<file path="src/rtl/regfile_pkg.sv">
// Shared register-file types: default address width, derived register count
// and the register-index type used across the write-port logic.
package regfile_pkg;

  localparam int ADDR_W_DEF = 5;
  localparam int NREGS_DEF  = 2 ** ADDR_W_DEF;

  typedef logic [ADDR_W_DEF-1:0] reg_idx_t;

endpackage

</file>
<file path="src/rtl/onehot_decoder.sv">
// Address to one-hot decoder; output is all-zero when en is low.
module onehot_decoder
  import regfile_pkg::*;
#(
  parameter int ADDR_W = ADDR_W_DEF
) (
  input  logic [ADDR_W-1:0]    addr,
  input  logic                 en,
  output logic [2**ADDR_W-1:0] onehot
);

  always_comb begin
    onehot = '0;
    if (en) begin
      onehot[addr] = 1'b1;
    end
  end

endmodule

</file>
<file path="src/rtl/reg_write_scoreboard.sv">
// Register-file write-port decoder with pending-write scoreboard and hazard stall.
// Optional macro ZERO_REG_PROTECT_EN hardwires register 0 (never written, never busy).
module reg_write_scoreboard
  import regfile_pkg::*;
#(
  parameter int ADDR_W = ADDR_W_DEF
) (
  input  logic                 clk,
  input  logic                 reset,
  input  logic                 issue_valid,
  input  logic [ADDR_W-1:0]    issue_dest,
  input  logic [ADDR_W-1:0]    src_a,
  input  logic [ADDR_W-1:0]    src_b,
  input  logic                 wb_valid,
  input  logic [ADDR_W-1:0]    wb_dest,
  output logic                 stall,
  output logic                 issue_ack,
  output logic [2**ADDR_W-1:0] we_onehot,
  output logic [2**ADDR_W-1:0] busy_vec,
  output logic [ADDR_W:0]      pending_count,
  output logic                 wb_orphan
);

  localparam int NREGS = 2 ** ADDR_W;
  localparam logic [ADDR_W:0] CNT_MAX = (ADDR_W+1)'(NREGS);

  logic [NREGS-1:0] r_we;
  logic [NREGS-1:0] r_busy;
  logic [ADDR_W:0]  r_cnt;
  logic             r_orphan;

  logic             w_stall;
  logic             w_ack;
  logic             w_wb_en;
  logic             w_iss_en;
  logic             w_orphan_hit;
  logic             w_inc;
  logic             w_dec;
  logic [NREGS-1:0] w_wb_oh;
  logic [NREGS-1:0] w_iss_oh;
  logic [NREGS-1:0] w_busy_nxt;
  logic [ADDR_W:0]  w_cnt_nxt;

  // No bypass: hazard uses only the registered scoreboard.
  assign w_stall = issue_valid
                 & (r_busy[src_a]
                 |  r_busy[src_b]
                 |  r_busy[issue_dest]);
  assign w_ack   = issue_valid & ~w_stall;

`ifdef ZERO_REG_PROTECT_EN
  assign w_wb_en  = wb_valid & (wb_dest != '0);
  assign w_iss_en = w_ack & (issue_dest != '0);
`else
  assign w_wb_en  = wb_valid;
  assign w_iss_en = w_ack;
`endif

  assign w_orphan_hit = w_wb_en & ~r_busy[wb_dest];

  onehot_decoder #(
    .ADDR_W (ADDR_W)
  ) u_wb_dec (
    .addr   (wb_dest),
    .en     (w_wb_en),
    .onehot (w_wb_oh)
  );

  onehot_decoder #(
    .ADDR_W (ADDR_W)
  ) u_iss_dec (
    .addr   (issue_dest),
    .en     (w_iss_en),
    .onehot (w_iss_oh)
  );

  // Set wins over clear when both hit the same register.
  assign w_busy_nxt = (r_busy & ~w_wb_oh) | w_iss_oh;

  assign w_inc = |w_iss_oh;
  assign w_dec = |(w_wb_oh & r_busy & ~w_iss_oh);

  always_comb begin
    w_cnt_nxt = r_cnt;
    unique case (1'b1)
      (w_inc & ~w_dec): begin
        if (r_cnt != CNT_MAX) begin
          w_cnt_nxt = r_cnt + 1'b1;
        end
      end
      (w_dec & ~w_inc): begin
        if (r_cnt != '0) begin
          w_cnt_nxt = r_cnt - 1'b1;
        end
      end
      default: w_cnt_nxt = r_cnt;
    endcase
  end

  always_ff @(posedge clk or posedge reset) begin
    if (reset) begin
      r_we     <= '0;
      r_busy   <= '0;
      r_cnt    <= '0;
      r_orphan <= 1'b0;
    end else begin
      r_we     <= w_wb_oh;
      r_busy   <= w_busy_nxt;
      r_cnt    <= w_cnt_nxt;
      r_orphan <= r_orphan | w_orphan_hit;
    end
  end

  assign stall         = w_stall;
  assign issue_ack     = w_ack;
  assign we_onehot     = r_we;
  assign busy_vec      = r_busy;
  assign pending_count = r_cnt;
  assign wb_orphan     = r_orphan;

endmodule
</file>
<file path="config.mk">
export PLATFORM = sky130hd
export DESIGN_NAME = reg_write_scoreboard
export DESIGN_NICKNAME = d
export VERILOG_FILES = /design/src/rtl/regfile_pkg.sv /design/src/rtl/onehot_decoder.sv /design/src/rtl/reg_write_scoreboard.sv
export SDC_FILE = /design/constraint.sdc
export NUM_CORES = 1
export LEC_CHECK = 0
export BUFFER_PORTS_ARGS = -buffer_cell sky130_fd_sc_hd__buf_2
export CAP_MARGIN = 20
export CORE_MARGIN = 4
export CORE_UTILIZATION = 30
export CTS_BUF_LIST = sky130_fd_sc_hd__clkbuf_8
export CTS_CLUSTER_SIZE = 12
export DETAILED_ROUTE_END_ITERATION = 10
export PLACE_DENSITY = 0.5
export SETUP_SLACK_MARGIN = 0.1
export SYNTH_ARGS = -nofsm -noshare
export SYNTH_HDL_FRONTEND = slang
export SYNTH_SLANG_ARGS = --single-unit
</file>
<file path="constraint.sdc">
create_clock -name clk -period 4.9 [get_ports clk]
set_clock_uncertainty 0.1 [all_clocks]
set_input_delay 0.49 -clock clk [delete_from_list [all_inputs] [get_ports clk]]
set_output_delay 0.49 -clock clk [all_outputs]
set_load 0.05 [all_outputs]
</file>
==> results.json, run 1 <==
{
  "status": "finished clean",
  "clock_latency_ns": 0.35,
  "grt_pass1_vias": 3851,
  "reg2reg_depth": 14,
  "core_area_um2": 13880,
  "final_core_util_pct": 36.30,
  "critPathMaxFanout": 7,
  "start_util_pct": 30.64,
  "dieWidth_um": 127.1,
  "setup_slack_ns": 0.8297,
  "synthArstFlopShare_pct": 100.0,
  "combPwrFrac_pct": 36.6,
  "synth_edf_count": 0,
  "syn_avg_cell_area_um2": 10.40,
  "yosysWarnings": 0,
  "rows": 43,
  "slew_viol_final": 0,
  "worst-setup-path-type": "flip-flop to flip-flop",
  "power.share.sequential_pct": 41.6,
  "vdd_drop_max_mv": 0.3528,
  "hold_viol_final": 0,
  "start_kind": "flip-flop",
  "cts_tree": "built",
  "crit_path_end_kind": "flip-flop",
  "worstMarginPinSlew_ns": 0.8809,
  "clkSinkCount": 71,
  "cts.path.max_buffers": 2,
  "die_h_um": 127.1,
  "cts_hold_buf": 0,
  "crit_top_cell": "mux4_1",
  "portBuffers": 96,
  "yosysUniqueCellTypes": 48,
  "num_vias": 3805,
  "r2r-start": "busy_vec[14]",
  "path_cells": "mux4_1 > a2bb2oi_1 > nand4b_1 > nand4_1 > nor4_4 > nand2b_1 > inv_1 > ha_1 > a21o_1 > a21oi_1 > nor2_1 > a211oi_1 > nand2_1 > mux4_1",
  "setup_viol": 0,
  "clockRootBuffer": "clkbuf_8",
  "dieArea_um2": 16150,
  "wl_per_cell_um": 22.00,
  "synth_area_um2": 4253,
  "drive_gt1_share_pct": 29.44,
  "grt_first_pass_wirelength_um": 22800,
  "drc": 0,
  "clockPowerShare_pct": 21.8,
  "synthToLayoutAreaGrowth_pct": 18.48,
  "slowest_stage": "mux4_1",
  "switching_share_pct": 43.31,
  "ys_seq_area_share_pct": 41.78,
  "io_pins": 97,
  "drv_cap": 0,
  "antenna_found_initial": 0,
  "first_iter_violations": 228,
  "period_needed_ns": 4.070,
  "fmax_ghz": 0.2457,
  "startpoint": "busy_vec[14]",
  "fin_nets": 521,
  "max_stage_delay_ns": 0.54,
  "arrival_ns": 4.19,
  "clkTransAtPathRegs_ns": 0.08,
  "postCtsSetupBuffers": 0,
  "fillers": 1433,
  "syn_nets": 438,
  "setup_tns_ns": 0,
  "worstHoldPathType": "input port to async pin",
  "drt_first_pass_iters": 4,
  "grt_overflow_total": 0,
  "syn_inst": 409,
  "layout_common_cells": "buf_2 (96), dfrtp_1 (71), o21ai_0 (67)",
  "n_antenna_cell": 0,
  "relSlewSlack_pct": 41.27,
  "switching_power_mw": 0.8269,
  "rsz0062_at_grt": "no",
  "final_common_cell": "buf_2",
  "power_leakage_nw": 2.391,
  "totalWireLength_um": 14870,
  "grt_max_degree": 72,
  "cts_resized": 0,
  "ys_ff_latch": 71,
  "dp_hpwl_um": 10290,
  "grt_usage_pct": 18.53,
  "numCtsBuffers": 9,
  "p_int_mw": 1.082,
  "gp_congestion": 0.8795,
  "viasPerCell": 5.629,
  "crit_required_ns": 5.02,
  "pre_cts_slack_ns": 0.5924,
  "period_share_pct": 83.07,
  "p_per_area_nw_per_um2": 378.9,
  "cts-htree-levels": 3,
  "final_antenna_net_count": 0,
  "synth_top_flop_cell": "dfrtp_1"
}
[synth_stat cells, types with 2 or more instances]
master / count / share of area [%]
buf_2: 6 / 0.71
a21o_1: 2 / 0.35
nor3_1: 4 / 0.47
a211oi_1: 2 / 0.35
o21ai_0: 67 / 7.9
o211ai_1: 2 / 0.35
nand3_1: 13 / 1.5
dfrtp_1: 71 / 42
mux4_2: 18 / 9.5
o221ai_1: 4 / 0.82
a2bb2oi_1: 2 / 0.41
nand2b_1: 6 / 0.88
xnor2_1: 4 / 0.82
or3_1: 4 / 0.59
ha_1: 4 / 1.2
inv_1: 13 / 1.1
a22oi_1: 6 / 1.1
clkbuf_1: 20 / 1.8
nand3b_1: 10 / 1.8
mux4_1: 5 / 3.1
or3b_2: 5 / 1.0
or2_2: 2 / 0.29
o2111ai_1: 2 / 0.41
nor2b_1: 6 / 0.88
mux2_2: 4 / 1.1
nand4_1: 2 / 0.29
nor2_1: 45 / 4.0
mux2i_1: 39 / 9.2
nand2_1: 15 / 1.3
a21oi_1: 6 / 0.71
o22ai_1: 3 / 0.44
[sequential cells by signal, summed over array words and instances, names as in the netlist]
register       cells
busy_vec          32
pending_count      6
wb_orphan          1
we_onehot         32
[per-stage QoR]
step	instances	area [um^2]	hold WS [ns]	total power [mW]
2_1_floorplan	409	4253	0.5499	1.285
3_3_place_gp	661	4867	0.3703	1.493
3_5_place_dp	661	4867	0.3789	1.498
4_1_cts	676	5039	0.3124	1.926
6_report	676	5039	0.2866	1.909
5_1_grt	676	5039	0.3739	2.016
[metal layers]
metal  wire length (um)  share of wire [%]  GRT usage, %
met3               1197                8.1         4.013
met1               6267                 42         24.71
met5                  0                  0             0
met2               7030                 47         29.58
met4                374                2.5         7.192
[critical path, delay by kind of cell, from the launching register on]
| kind | cells | cell delay, ns |
|---|---|---|
| AOI/OAI and AO/OA | 4 | 0.78 |
| DFF | 1 | 0.51 |
| adders and majority gates | 1 | 0.28 |
| muxes | 2 | 1.05 |
| buffers and inverters | 1 | 0.11 |
| and+or+nand+nor | 6 | 1.10 |
[worst paths after layout]
kind	endpoint	slack, ns
setup / recovery	pending_count[5]	0.83
hold / removal	we_onehot[14]	0.29
setup reg to reg	pending_count[5]	0.83
hold reg to reg	wb_orphan	0.41
max in group asynchronous	busy_vec[7]	3.83
min in group clk	wb_orphan	0.40
[kinds of logic (layout without fill, tap and decap cells)]
kind of cell / Yosys count / count (layout) / synth area share [%]
fa+ha+maj: 5 / 5 / 1.648
mux: 66 / 66 / 22.86
xor+xnor: 4 / 4 / 0.8237
buf+inv: 41 / 128 / 4.001
flops: 71 / 71 / 41.78
compound gates: 104 / 104 / 14.47
simple gates: 118 / 118 / 14.42
[power by group through the flow]
stage	clock, mW	combinational (mW)	sequential [mW]
2_1_floorplan	0	0.320	0.965
4_1_cts	0.435	0.703	0.788
3_3_place_gp	0	0.691	0.802
5_1_grt	0.459	0.756	0.802
3_5_place_dp	0	0.701	0.798
6_report	0.417	0.698	0.794
[final cells by class]
class                      count  area [um^2]  share of cell area, %
multi-input combinational    297         2306                  45.77
sequential                    71         1777                  35.26
timing repair buffer         100        510.5                  10.13
tap                          180        225.2                  4.470
clock buffer                  10        137.6                  2.732
inverter                      13        48.80                 0.9685
clock inverter                 5        33.78                 0.6705
Note: power is estimated with default switching activity, not from simulation.
==> inputs of run 2 (changes only) <==
Clock period 4.9 ns to 4.1 ns, I/O delays scaled along.
==> results.json, run 2 (synthesis gave the netlist of run 1 again) <==
{
  "status": "finished clean",
  "fin_nets": 524,
  "cts-htree-levels": 3,
  "worstMarginPinSlew_ns": 0.9057,
  "period_needed_ns": 3.763,
  "drv_cap": 0,
  "r2r-start": "busy_vec[23]",
  "switching_power_mw": 0.9949,
  "clkTransAtPathRegs_ns": 0.08,
  "cts_resized": 0,
  "dpl-instance-area_um2": 4931,
  "vdd_drop_max_mv": 0.2259,
  "drc": 0,
  "reg2reg_depth": 13,
  "crit_path_end_kind": "flip-flop",
  "p_per_area_nw_per_um2": 473.2,
  "reg2reg_slack_ns": 0.34,
  "clkSinkCount": 71,
  "portBuffers": 96,
  "clock_latency_ns": 0.34,
  "grt_usage_pct": 19.26,
  "numCtsBuffers": 9,
  "dieWidth_um": 127.1,
  "power.share.sequential_pct": 39.5,
  "gp_congestion": 0.8641,
  "arrival_ns": 3.88,
  "startpoint": "busy_vec[23]",
  "start_util_pct": 30.64,
  "die_h_um": 127.1,
  "rows": 43,
  "path_cells": "mux4_2 > o2111ai_1 > nand4_1 > nor4_4 > nand2b_4 > inv_4 > ha_4 > a21o_1 > a21oi_2 > nor2_1 > a211oi_2 > nand2_1 > mux4_2",
  "wl_per_cell_um": 22.64,
  "worst-setup-path-type": "flip-flop to flip-flop",
  "viasPerCell": 5.651,
  "max_stage_delay_ns": 0.49,
  "io_pins": 97,
  "hold_viol_final": 0,
  "final_core_util_pct": 37.14,
  "relSlewSlack_pct": 39.53,
  "clockRootBuffer": "clkbuf_8",
  "num_vias": 3843,
  "wl_met1_um": 6908,
  "dieArea_um2": 16150,
  "core_area_um2": 13880,
  "drt_first_pass_iters": 5,
  "p_int_mw": 1.444,
  "cts_tree": "built",
  "dp_hpwl_um": 10660,
  "topRoutingLayerUsed": "met4",
  "grt_first_pass_wirelength_um": 24050,
  "postCtsSetupBuffers": 0,
  "drive_gt1_share_pct": 33.80,
  "layout_common_cells": "buf_2 (96), o21ai_0 (67), dfrtp_1 (57)",
  "combPwrFrac_pct": 35.0,
  "grt_max_degree": 46,
  "cts.path.max_buffers": 2,
  "timing.rr.end": "pending_count[5]",
  "grt_pass1_vias": 3997,
  "postLayoutCellArea_um2": 5155,
  "antenna_found_initial": 0,
  "setup_viol": 0,
  "slowest_stage": "mux4_2",
  "synthToLayoutAreaGrowth_pct": 21.21,
  "clockPowerShare_pct": 25.5,
  "critPathMaxFanout": 7,
  "final_common_cell": "buf_2",
  "crit_top_cell": "mux4_2",
  "rsz0062_at_grt": "no",
  "totalWireLength_um": 15400,
  "final_antenna_net_count": 0,
  "crit_buf_inv": 1,
  "n_antenna_cell": 0,
  "path_delay_family": "simple AND/OR/NAND/NOR gates",
  "first_iter_violations": 396,
  "worstHoldPathType": "input port to async pin",
  "switching_share_pct": 40.79,
  "crit_required_ns": 4.22,
  "slew_viol_final": 0,
  "start_kind": "flip-flop",
  "route.met3.wl_um": 1563,
  "grt_overflow_total": 0,
  "setup_tns_ns": 0,
  "power_leakage_nw": 2.411,
  "period_share_pct": 91.79,
  "fmax_ghz": 0.2657,
  "wl_met2_um": 6502,
  "cts_hold_buf": 0
}
run 2: changes by cell type in the layout (fill, tap and decap cells not counted), sizes merged:
cell      delta
clkinv       -1
bufinv       +2
buf          +3
inv          +1
clkbuf       +1
clkinvlp     -2
run 2: final cells by class:
cell class	count	area, um^2
fill	1424	8726
inverter	13	51.30
sequential	71	1794
clock inverter	5	72.57
clock buffer	11	151.4
tap	180	225.2
timing repair buffer	103	533.0
multi-input combinational	297	2327
run 2: metrics by stage:
step	instances	setup WS, ns	hold WS [ns]	power (mW)
floorplan	409	-0.03386	0.4699	1.557
global placement	664	0.2598	0.3689	1.819
detailed placement	664	0.2153	0.3645	1.825
CTS	680	0.3487	0.1747	2.461
global route	680	0.1530	0.2349	2.566
finish	680	0.3367	0.1620	2.439
run 2: how the worst max path moves through the flow:
stage                     cells past startpoint          endpoint  slack (ns)
after floorplan                              15  pending_count[5]       -0.03
after global placement                       14  pending_count[5]        0.26
after detailed placement                     14  pending_count[5]        0.22
after CTS                                    13  pending_count[5]        0.35
after global routing                         13  pending_count[5]        0.15
final                                        13  pending_count[5]        0.34
run 2: routing by layer:
layer	GRT usage [%]	up-vias
met1	28.19	1881
met2	27.80	238
met5	0	-
met3	5.017	30
met4	6.183	0
li1	-	1694
run 2: power by group through the flow:
stage               Sequential, mW  Combinational [mW]  Clock, mW
floorplan                     1.16               0.396          0
global placement             0.972               0.847          0
detailed placement           0.973               0.852          0
CTS                          0.959               0.857      0.644
global route                 0.970               0.917      0.679
finish                       0.964               0.854      0.622
